File: config.mk
export PLATFORM = sky130hd
export DESIGN_NAME = c2h_frame_tx
export DESIGN_NICKNAME = d
export VERILOG_FILES = /design/src/rtl/dma_app_pkg.sv /design/src/rtl/c2h_pattern_gen.sv /design/src/rtl/c2h_frame_tx.sv
export SDC_FILE = /design/constraint.sdc
export NUM_CORES = 1
export LEC_CHECK = 0
export CORE_MARGIN = 1
export CORE_UTILIZATION = 40
export DETAILED_ROUTE_END_ITERATION = 10
export HOLD_SLACK_MARGIN = 0.05
export PLACE_DENSITY = 0.67
export SYNTH_ARGS = -nofsm -noshare
export SYNTH_HDL_FRONTEND = slang
export SYNTH_SLANG_ARGS = --single-unit
File: constraint.sdc
create_clock -name user_clk -period 5.8 [get_ports user_clk]
set_input_delay 1.16 -clock user_clk [delete_from_list [all_inputs] [get_ports user_clk]]
set_output_delay 1.16 -clock user_clk [all_outputs]
set_load 0.005 [all_outputs]
File: src/rtl/dma_app_pkg.sv
// Shared types and helpers for the DMA test-application stream blocks.
// Beat count and byte-enable mask are computed here so sources and sinks agree.
package dma_app_pkg;

   typedef enum logic [1:0] {
      IDLE     = 2'd0,
      SEND     = 2'd1,
      IRQ_WAIT = 2'd2
   } state_t;

   localparam int WORD_W     = 32;
   localparam int MAX_KEEP_W = 64;

   // Number of stream beats needed to carry len bytes.
   function automatic logic [31:0] beats_of(input logic [31:0] len,
                                            input int unsigned bytes_per_beat);
      logic [31:0] bpb;
      bpb = 32'(bytes_per_beat);
      return (len + bpb - 32'd1) / bpb;
   endfunction

   // Byte enables for the final beat; rem == 0 means a completely full beat.
   function automatic logic [MAX_KEEP_W-1:0] keep_mask(input logic [31:0] rem,
                                                       input int unsigned bytes_per_beat);
      logic [MAX_KEEP_W-1:0] mask;
      mask = '0;
      for (int unsigned i = 0; i < MAX_KEEP_W; i++) begin
         if ((i < bytes_per_beat) && ((rem == 32'd0) || (i < rem))) begin
            mask[i] = 1'b1;
         end
      end
      return mask;
   endfunction

endpackage

File: src/rtl/c2h_pattern_gen.sv
// Counter-pattern beat generator: word j of the presented beat is base + j.
// load seeds the first beat, advance steps to the next beat after a handshake.
module c2h_pattern_gen
   import dma_app_pkg::*;
#(
   parameter int DATA_WIDTH = 128
) (
   input  logic                  clk,
   input  logic                  rst_n,
   input  logic                  load,
   input  logic [31:0]           seed,
   input  logic                  advance,
   output logic [DATA_WIDTH-1:0] data
);

   localparam int W = DATA_WIDTH / WORD_W;

   logic [31:0]           base_reg;
   logic [31:0]           src;
   logic [DATA_WIDTH-1:0] data_reg;
   logic [DATA_WIDTH-1:0] data_next;

   // base_reg always holds the first word of the beat after the one on the bus.
   assign src = load ? seed : base_reg;

   generate
      for (genvar gi = 0; gi < W; gi++) begin : g_word
         assign data_next[gi*WORD_W +: WORD_W] = src + 32'(gi);
      end
   endgenerate

   always_ff @(posedge clk or negedge rst_n) begin
      if (!rst_n) begin
         base_reg <= '0;
         data_reg <= '0;
      end else if (load || advance) begin
         data_reg <= data_next;
         base_reg <= src + 32'(W);
      end
   end

   assign data = data_reg;

endmodule

File: src/rtl/c2h_frame_tx.sv
// C2H stream source: one counter-pattern frame per start command onto the
// XDMA C2H AXI4-Stream port, with an optional interrupt handshake at frame end.
module c2h_frame_tx
   import dma_app_pkg::*;
#(
   parameter int DATA_WIDTH      = 128,
   parameter int BYTE_BIT_ENABLE = DATA_WIDTH / 8,
   parameter int IRQ_WIDTH       = 1,
   parameter int LEN_WIDTH       = 16
) (
   input  logic                       user_clk,
   input  logic                       user_aresetn,
   input  logic                       cfg_start,
   input  logic [LEN_WIDTH-1:0]       cfg_len,
   input  logic [31:0]                cfg_seed,
   input  logic                       cfg_irq_en,
   output logic [DATA_WIDTH-1:0]      m_axis_c2h_tdata,
   output logic [BYTE_BIT_ENABLE-1:0] m_axis_c2h_tkeep,
   output logic                       m_axis_c2h_tlast,
   output logic                       m_axis_c2h_tvalid,
   input  logic                       m_axis_c2h_tready,
   output logic [IRQ_WIDTH-1:0]       irq_req,
   input  logic [IRQ_WIDTH-1:0]       irq_ack,
   output logic                       busy,
   output logic                       done,
   output logic                       err_len,
   output logic [31:0]                frame_cnt
);

   state_t                     state_reg;
   logic [LEN_WIDTH-1:0]       beat_reg;
   logic [LEN_WIDTH-1:0]       last_idx_reg;
   logic [BYTE_BIT_ENABLE-1:0] last_keep_reg;
   logic [BYTE_BIT_ENABLE-1:0] tkeep_reg;
   logic                       irq_en_reg;
   logic                       tvalid_reg;
   logic                       tlast_reg;
   logic                       irq_reg;
   logic                       done_reg;
   logic                       err_reg;
   logic [31:0]                frame_cnt_reg;

   logic                       start_ok;
   logic                       advance;
   logic [LEN_WIDTH-1:0]       start_nb;
   logic [LEN_WIDTH-1:0]       start_rem;
   logic [BYTE_BIT_ENABLE-1:0] start_last_keep;
   logic [LEN_WIDTH-1:0]       next_beat;
   logic                       unused_ack;

   assign start_ok  = cfg_start && (state_reg == IDLE) && (cfg_len != '0);
   assign advance   = (state_reg == SEND) && m_axis_c2h_tready && !tlast_reg;
   assign next_beat = beat_reg + LEN_WIDTH'(1);

   // Only bit 0 of the acknowledge takes part in the handshake.
   assign unused_ack = ^irq_ack;

   always_comb begin
      start_nb        = LEN_WIDTH'(beats_of(32'(cfg_len), BYTE_BIT_ENABLE));
      start_rem       = LEN_WIDTH'(32'(cfg_len) % 32'(BYTE_BIT_ENABLE));
      start_last_keep = BYTE_BIT_ENABLE'(keep_mask(32'(start_rem), BYTE_BIT_ENABLE));
   end

   c2h_pattern_gen #(
      .DATA_WIDTH (DATA_WIDTH)
   ) u_pattern_gen (
      .clk     (user_clk),
      .rst_n   (user_aresetn),
      .load    (start_ok),
      .seed    (cfg_seed),
      .advance (advance),
      .data    (m_axis_c2h_tdata)
   );

   always_ff @(posedge user_clk or negedge user_aresetn) begin
      if (!user_aresetn) begin
         state_reg     <= IDLE;
         beat_reg      <= '0;
         last_idx_reg  <= '0;
         last_keep_reg <= '0;
         tkeep_reg     <= '0;
         irq_en_reg    <= 1'b0;
         tvalid_reg    <= 1'b0;
         tlast_reg     <= 1'b0;
         irq_reg       <= 1'b0;
         done_reg      <= 1'b0;
         err_reg       <= 1'b0;
         frame_cnt_reg <= '0;
      end else begin
         done_reg <= 1'b0;
         err_reg  <= 1'b0;
         case (state_reg)
            IDLE: begin
               if (cfg_start) begin
                  if (cfg_len == '0) begin
                     err_reg <= 1'b1;
                  end else begin
                     beat_reg      <= '0;
                     last_idx_reg  <= start_nb - LEN_WIDTH'(1);
                     last_keep_reg <= start_last_keep;
                     irq_en_reg    <= cfg_irq_en;
                     tvalid_reg    <= 1'b1;
                     tlast_reg     <= (start_nb == LEN_WIDTH'(1));
                     tkeep_reg     <= (start_nb == LEN_WIDTH'(1)) ? start_last_keep : '1;
                     state_reg     <= SEND;
                  end
               end
            end
            SEND: begin
               // tvalid is held high for the whole of SEND, so tready alone marks a handshake.
               if (m_axis_c2h_tready) begin
                  if (tlast_reg) begin
                     tvalid_reg    <= 1'b0;
                     tlast_reg     <= 1'b0;
                     tkeep_reg     <= '0;
                     frame_cnt_reg <= frame_cnt_reg + 32'd1;
                     if (irq_en_reg) begin
                        irq_reg   <= 1'b1;
                        state_reg <= IRQ_WAIT;
                     end else begin
                        done_reg  <= 1'b1;
                        state_reg <= IDLE;
                     end
                  end else begin
                     beat_reg  <= next_beat;
                     tlast_reg <= (next_beat == last_idx_reg);
                     tkeep_reg <= (next_beat == last_idx_reg) ? last_keep_reg : '1;
                  end
               end
            end
            IRQ_WAIT: begin
               if (irq_ack[0]) begin
                  irq_reg   <= 1'b0;
                  done_reg  <= 1'b1;
                  state_reg <= IDLE;
               end
            end
            default: begin
               state_reg <= IDLE;
            end
         endcase
      end
   end

   always_comb begin
      irq_req    = '0;
      irq_req[0] = irq_reg;
   end

   assign m_axis_c2h_tkeep  = tkeep_reg;
   assign m_axis_c2h_tlast  = tlast_reg;
   assign m_axis_c2h_tvalid = tvalid_reg;
   assign busy              = (state_reg != IDLE);
   assign done              = done_reg;
   assign err_len           = err_reg;
   assign frame_cnt         = frame_cnt_reg;

endmodule

# Yosys cells after proc, flatten, opt, wreduce, memory -nomap -nowiden

Index checks and enable logic that the tools add are counted.
W data, S select, Z words.

Reduce and logical (&&, ||, !) cells: 36
Order comparisons: 16
Mux-type cells: 59
Bitwise gates (word level): 1
Eq/ne operators: 11
$add $sub $neg: 9

Operators by type and width:

| kind                    | count |
|---|---|
| $mux W16                | 10 |
| $add A32 B1 Y32 const B | 2 |
| $add A32 B2 Y32 const B | 2 |
| $pmux W16 S2            | 2 |
| $mux W1                 | 35 |
| $add A32 B3 Y32 const B | 1 |
| $logic_not A16 Y1       | 2 |
| $lt A4 B4 Y1 const A    | 8 |
| $mux W32                | 1 |
| $reduce_and A5 Y1       | 4 |
| $sub A17 B1 Y18 const B | 1 |
| $add A16 B5 Y17 const B | 1 |
| $logic_or A1 B1 Y1      | 17 |
| $add A16 B1 Y16 const B | 1 |
| $eq A16 B1 Y1 const B   | 1 |
| $eq A16 B16 Y1          | 1 |
| $lt A3 B4 Y1 const A    | 4 |
| $reduce_bool A16 Y1     | 1 |
| $sub A14 B2 Y15 const B | 1 |
| $ne A2 B2 Y1 const B    | 7 |
| $mux W2                 | 6 |
| $lt A1 B4 Y1 const A    | 2 |
| $lt A2 B4 Y1 const A    | 2 |
| $pmux W1 S2             | 4 |
| 10 further kinds        | 16 |

Logic and storage cells: 146
Register bits after elaboration: 264
Input port bits: 54

# Logic depth before layout (Yosys ltp)

Depth in word-level cells: 7
Mapped depth: 18

# By module

A second synthesis with hierarchy kept.

Cell total of the unflattened synthesis: 1527
Area, all modules: 14103.5 sq um

Modules (own cells, without submodules):

| module          | area an instance (sq um) | times used | cells each |
|---|---|---|---|
| c2h_pattern_gen | 8287.9                   | 1          | 912 |
| c2h_frame_tx    | 5815.6                   | 1          | 615 |

# Worst setup path after synthesis

No wires, ideal clock.

Path type: input port to flip-flop
Start point: input cfg_len[0]
End point: register u_pattern_gen.data_reg[60] (netlist: u_pattern_gen.data[60])
Library setup time: 0.077 ns
Stages: 16
Required time: 5.723 ns
Path buffers: 4
Slack: 1.298 ns
Arrival: 4.424 ns
Path through: buf_2 > nor4_1 > nand4b_1 > o21ba_1 > buf_6 > buf_6 > buf_6 > mux2i_4 > inv_1 > ha_1 > nand3_1 > or3_1 > mux2i_1 > nand4_1 > xnor2_1 > a21oi_1

Cells in the longest elaborated chain, start to end: 4
Elaborated cells between the ends (all ways): 5

Ends and longest elaborated chain:

| item                                 | line                  | source |
|---|---|---|
| from (decl)                          | c2h_frame_tx.sv:14    | `input logic [LEN_WIDTH-1:0] cfg_len,` |
| $reduce_bool A16 Y1                  | c2h_frame_tx.sv:51    | `assign start_ok = cfg_start && (state_reg == IDLE) && (cfg_len != '0);` |
| $logic_and A1 B1 Y1                  | c2h_frame_tx.sv:51    |  |
| $mux W32                             | c2h_pattern_gen.sv:24 | `assign src = load ? seed : base_reg;` |
| named net u_pattern_gen.data_next[3] | c2h_pattern_gen.sv:21 | `logic [DATA_WIDTH-1:0] data_next;` |
| $add A32 B1 Y32                      | c2h_pattern_gen.sv:28 | `assign data_next[gi*WORD_W +: WORD_W] = src + 32'(gi);` |
| to (signal assigned)                 | c2h_pattern_gen.sv:37 | `data_reg <= data_next;` |
| to (decl)                            | c2h_pattern_gen.sv:20 | `logic [DATA_WIDTH-1:0] data_reg;` |

The timed path passes the listed nets, and every way through them passes these cells.
A chain may end at the register's enable or synchronous reset.

# Worst setup path after layout

Start point: input cfg_len[12]
End point: register u_pattern_gen.data_reg[108] (netlist: u_pattern_gen.data[108])

Cells in the longest elaborated chain, start to end: 4
Elaborated cells between the ends (all ways): 5

Ends and longest elaborated chain:

| item                                 | line |
|---|---|
| $reduce_bool A16 Y1                  | c2h_frame_tx.sv:51 |
| $logic_and A1 B1 Y1                  | c2h_frame_tx.sv:51 |
| $mux W32                             | c2h_pattern_gen.sv:24 |
| named net u_pattern_gen.data_next[2] | c2h_pattern_gen.sv:21 |
| $add A32 B2 Y32                      | c2h_pattern_gen.sv:28 |

The timed path passes the listed nets, and every way through them passes these cells.

==> qor.txt <==
Worst r2r path cells: 13
Slew headroom: 16.0%
Core ar.: 35900 um^2
Post-synthesis mux area share: 8.33%
Critical path's top delay family: simple AND/OR/NAND/NOR gates
Die Height: 194 um
CP Max Fanout: 14
Setup bufs post-CTS: 0
Top_reg_cell synth: dfrtp_1
Worst IR Drop VDD: 0.407 mV
Setup_tns: 0 ns
Area share of and/or/nand/nor cells after synthesis: 20.2%
Post-Synth Adder-Cell Area: 1.02%
CP Depth: 13
Clock latency on the worst-skew pair: 0.58 ns
Crit Path Category: input pin to flop
Yosys warns: 0
Net count after synthesis: 1646
Root Buffer: clkbuf_16
Reg2Reg Setup Slack: 2.16 ns
Worst Tran Pin Value: 1.25 ns
Avg WL per Cell: 20.7 um
Mapped Area: 14700 um^2
DR iter-0 viols: 999
Vias: 12662
Filler instances: 3353
Starting density of the core: 41.0%
Compound-Gate Fraction of Synth Area: 12.3%
Final-stage net count: 1848
Pint: 5.72 mW
Via density: 5.59
First-pass GRT wire length: 73.7 mm
Post-CTS Hold Fix Bufs: 0
Ys async rst share: 100%
Fmax: 0.227 GHz
Psw: 3.63 mW
Die width: 194 um
Worst Path Arrival: 4.87 ns
Cell count after synthesis: 1580
Net Sw Frac: 38.8%
Cell at the slowest stage of the critical path: clkdlybuf4s50_1
Library cells used by synthesis: 74
EDFF count, synth: 0
Reg power frac: 33.7%
Yosys reg bits: 259
HP Class: flop to flop
CP endpoint: u_pattern_gen.data[108]
Hold Fails Final Rpt: 0
Crit path cell chain: clkdlybuf4s50_1, or3_4, or2_1, o21ba_4, mux2i_4, inv_1, ha_1, nand3_1, nor2_1, mux2i_1, buf_4, or4_1, a22o_1
Largest register FFs: 126
CTS tree: done
Leakage: 7.36 nW
Row cnt: 69
Clock transition at path regs: 0.06 ns
Placer Congestion: 0.970
Vias in the first global route: 12360
RR Endpoint: u_pattern_gen.data[111]
1st-pass router iterations: 5
Pins over their slew limit: 0
Crit path largest cell delay: 0.53 ns
Post-Syn Area per Cell: 9.31 um^2
HPWL after DPL: 32.6 mm
TritonCTS Sinks: 259
RSZ-0062 raised after global routing: no
CP bufs+invs: 3
Sequential-to-total area share from yosys stat: 44.0%
Antenna cells: 0
Largest net degree at the start of global routing: 250
Port Buf Inserts: 235
Synth Area in XOR/XNOR: 10.4%
DP Worst Slack: 0.895 ns
Max Cap Viol: 0
R2R Path Start: state_reg[0]
Remaining antenna violation count after routing: 0
Die area: 37600 um^2
Period utilization: 76.0%
Cell Pwr Density: 506 nW/um^2
Num ports: 236
H-Tree Depth: 1
Crit. End Element: flop
CP required: 6.27 ns
Fin worst setup slack: 1.39 ns
Gate power share: 45.0%
Setup violators final: 0
Longest Clk Path Bufs: 3
Share of cells above drive strength 1: 8.19%
Post_cts resized: 0
Grt ovf: 0
Initial antenna violation count: 2
Area delta synth->final: 25.7%
TritonCTS buffer count: 30
Clk_skew: 0.0231 ns
DRC: 0
Run status: completed
Final WL: 46.8 mm
Min Tclk post-route: 4.41 ns
Tot GR Track Use: 24.8%
Largest family of logic cells by synthesized area: simple AND/OR/NAND/NOR gates
Worst setup path start: cfg_len[12]
Clock share of power: 21.4%
Critical path startpoint category: input pin
==> synthesized netlist by cell type (5+ instances only) <==
cell	n	area share [%]
a21oi_1	162	5.5
a221oi_1	8	0.48
and2_1	9	0.38
and3_1	14	0.60
and4_1	8	0.48
buf_1	5	0.13
buf_2	35	1.2
buf_4	9	0.46
buf_6	8	0.61
clkbuf_1	31	0.79
dfrtp_1	259	44
ha_1	12	1.0
inv_1	20	0.51
mux2_2	13	0.99
mux2i_1	32	2.2
mux2i_2	5	0.47
mux2i_4	27	4.1
nand2_1	179	4.6
nand2b_1	14	0.60
nand3_1	74	2.5
nand4_1	36	1.5
nand4b_1	6	0.36
nor2_1	194	4.9
nor2b_1	6	0.26
nor3_1	37	1.3
nor4_1	6	0.26
o21a_1	5	0.26
o21ai_0	78	2.7
o21ai_1	10	0.34
o22ai_1	6	0.26
o31ai_1	10	0.51
or2_2	8	0.34
or3_1	7	0.30
xnor2_1	108	6.4
xor2_1	67	4.0
==> kinds of logic after synthesis <==
group                      after synthesis
and+or+nand+nor                        626
AOI/OAI and AO/OA                      317
DFF                                    259
xor gates and xnor gates               175
buffers and inverters                  108
muxes                                   83
adders and majority gates               12
==> cell usage in the layout, fill, tap and decap left out, types with 6 or more instances in the layout <==
master and instances:
and3_1 14, ha_1 12, nor2_1 193, o21ai_0 78
o31ai_1 10, nand4b_1 6, dfrtp_1 259, xor2_1 67
xnor2_1 108, and2_1 9, nor2b_1 6, or2_2 8
or3_1 7, nand2b_1 14, clkdlybuf4s50_1 234, o22ai_1 6
a21oi_1 162, o21ai_1 10, nand3_1 74, mux2i_4 27
and4_1 8, mux2_2 13, buf_4 19, nand4_1 36
clkbuf_16 31, mux2i_1 32, nand2_1 178, a221oi_1 8
clkbuf_8 11, inv_1 20, nor3_1 37
==> area by class of cell <==
type                       count  area (um^2)  area share (%)
multi-input combinational   1213         7730            41.8
sequential                   259         6480            35.0
timing repair buffer         258         2580            14.0
clock buffer                  47          946            5.11
tap                          461          577            3.12
clock inverter                 9          106           0.575
inverter                      20         75.1           0.406
==> power groups by stage <==
stage	clock (mW)	sequential, mW	combinational (mW)
2_1_floorplan	0	2.98	2.43
3_3_place_gp	0	3.14	4.12
3_5_place_dp	0	3.14	4.18
4_1_cts	2.05	3.13	4.21
5_1_grt	2.12	3.22	4.58
6_report	2.00	3.15	4.20
==> metal layers <==
metal	global-route usage, %	vias up	share of wire, %
li1	-	5919	-
met1	34.6	6132	44
met2	38.5	521	45
met3	5.48	86	7.6
met4	7.64	4	3.0
met5	0	-	0.049
==> worst min-delay path by stage <==
stage / start / end / slack [ns] / depth (start not counted)
finish: u_pattern_gen.data[33] / u_pattern_gen.data[33] / 0.46 / 2
floorplan: last_keep_reg[0] / last_keep_reg[0] / 0.44 / 1
detailed placement: last_keep_reg[0] / last_keep_reg[0] / 0.46 / 1
global route: last_keep_reg[0] / last_keep_reg[0] / 0.48 / 1
CTS: last_keep_reg[0] / last_keep_reg[0] / 0.47 / 1
global placement: last_keep_reg[0] / last_keep_reg[0] / 0.46 / 1
==> stage by stage <==
| step | total power [mW] | hold slack [ns] | util [%] | instances | area, um^2 |
|---|---|---|---|---|---|
| floorplan | 5.41 | 0.436 | - | 1580 | 14700 |
| global placement | 7.26 | 0.456 | 48.6 | 2211 | 17400 |
| detailed placement | 7.33 | 0.456 | 48.6 | 2211 | 17400 |
| CTS | 9.39 | 0.469 | 51.5 | 2267 | 18500 |
| global route | 9.92 | 0.477 | 51.5 | 2267 | 18500 |
| finish | 9.35 | 0.464 | 51.5 | 2267 | 18500 |
==> tightest hold or removal path: stages, from the launching register on <==
cell and delay (ns):
dfrtp_1 0.34, nand2_1 0.05, nand2_1 0.05
(Power assumes the default switching activity.)
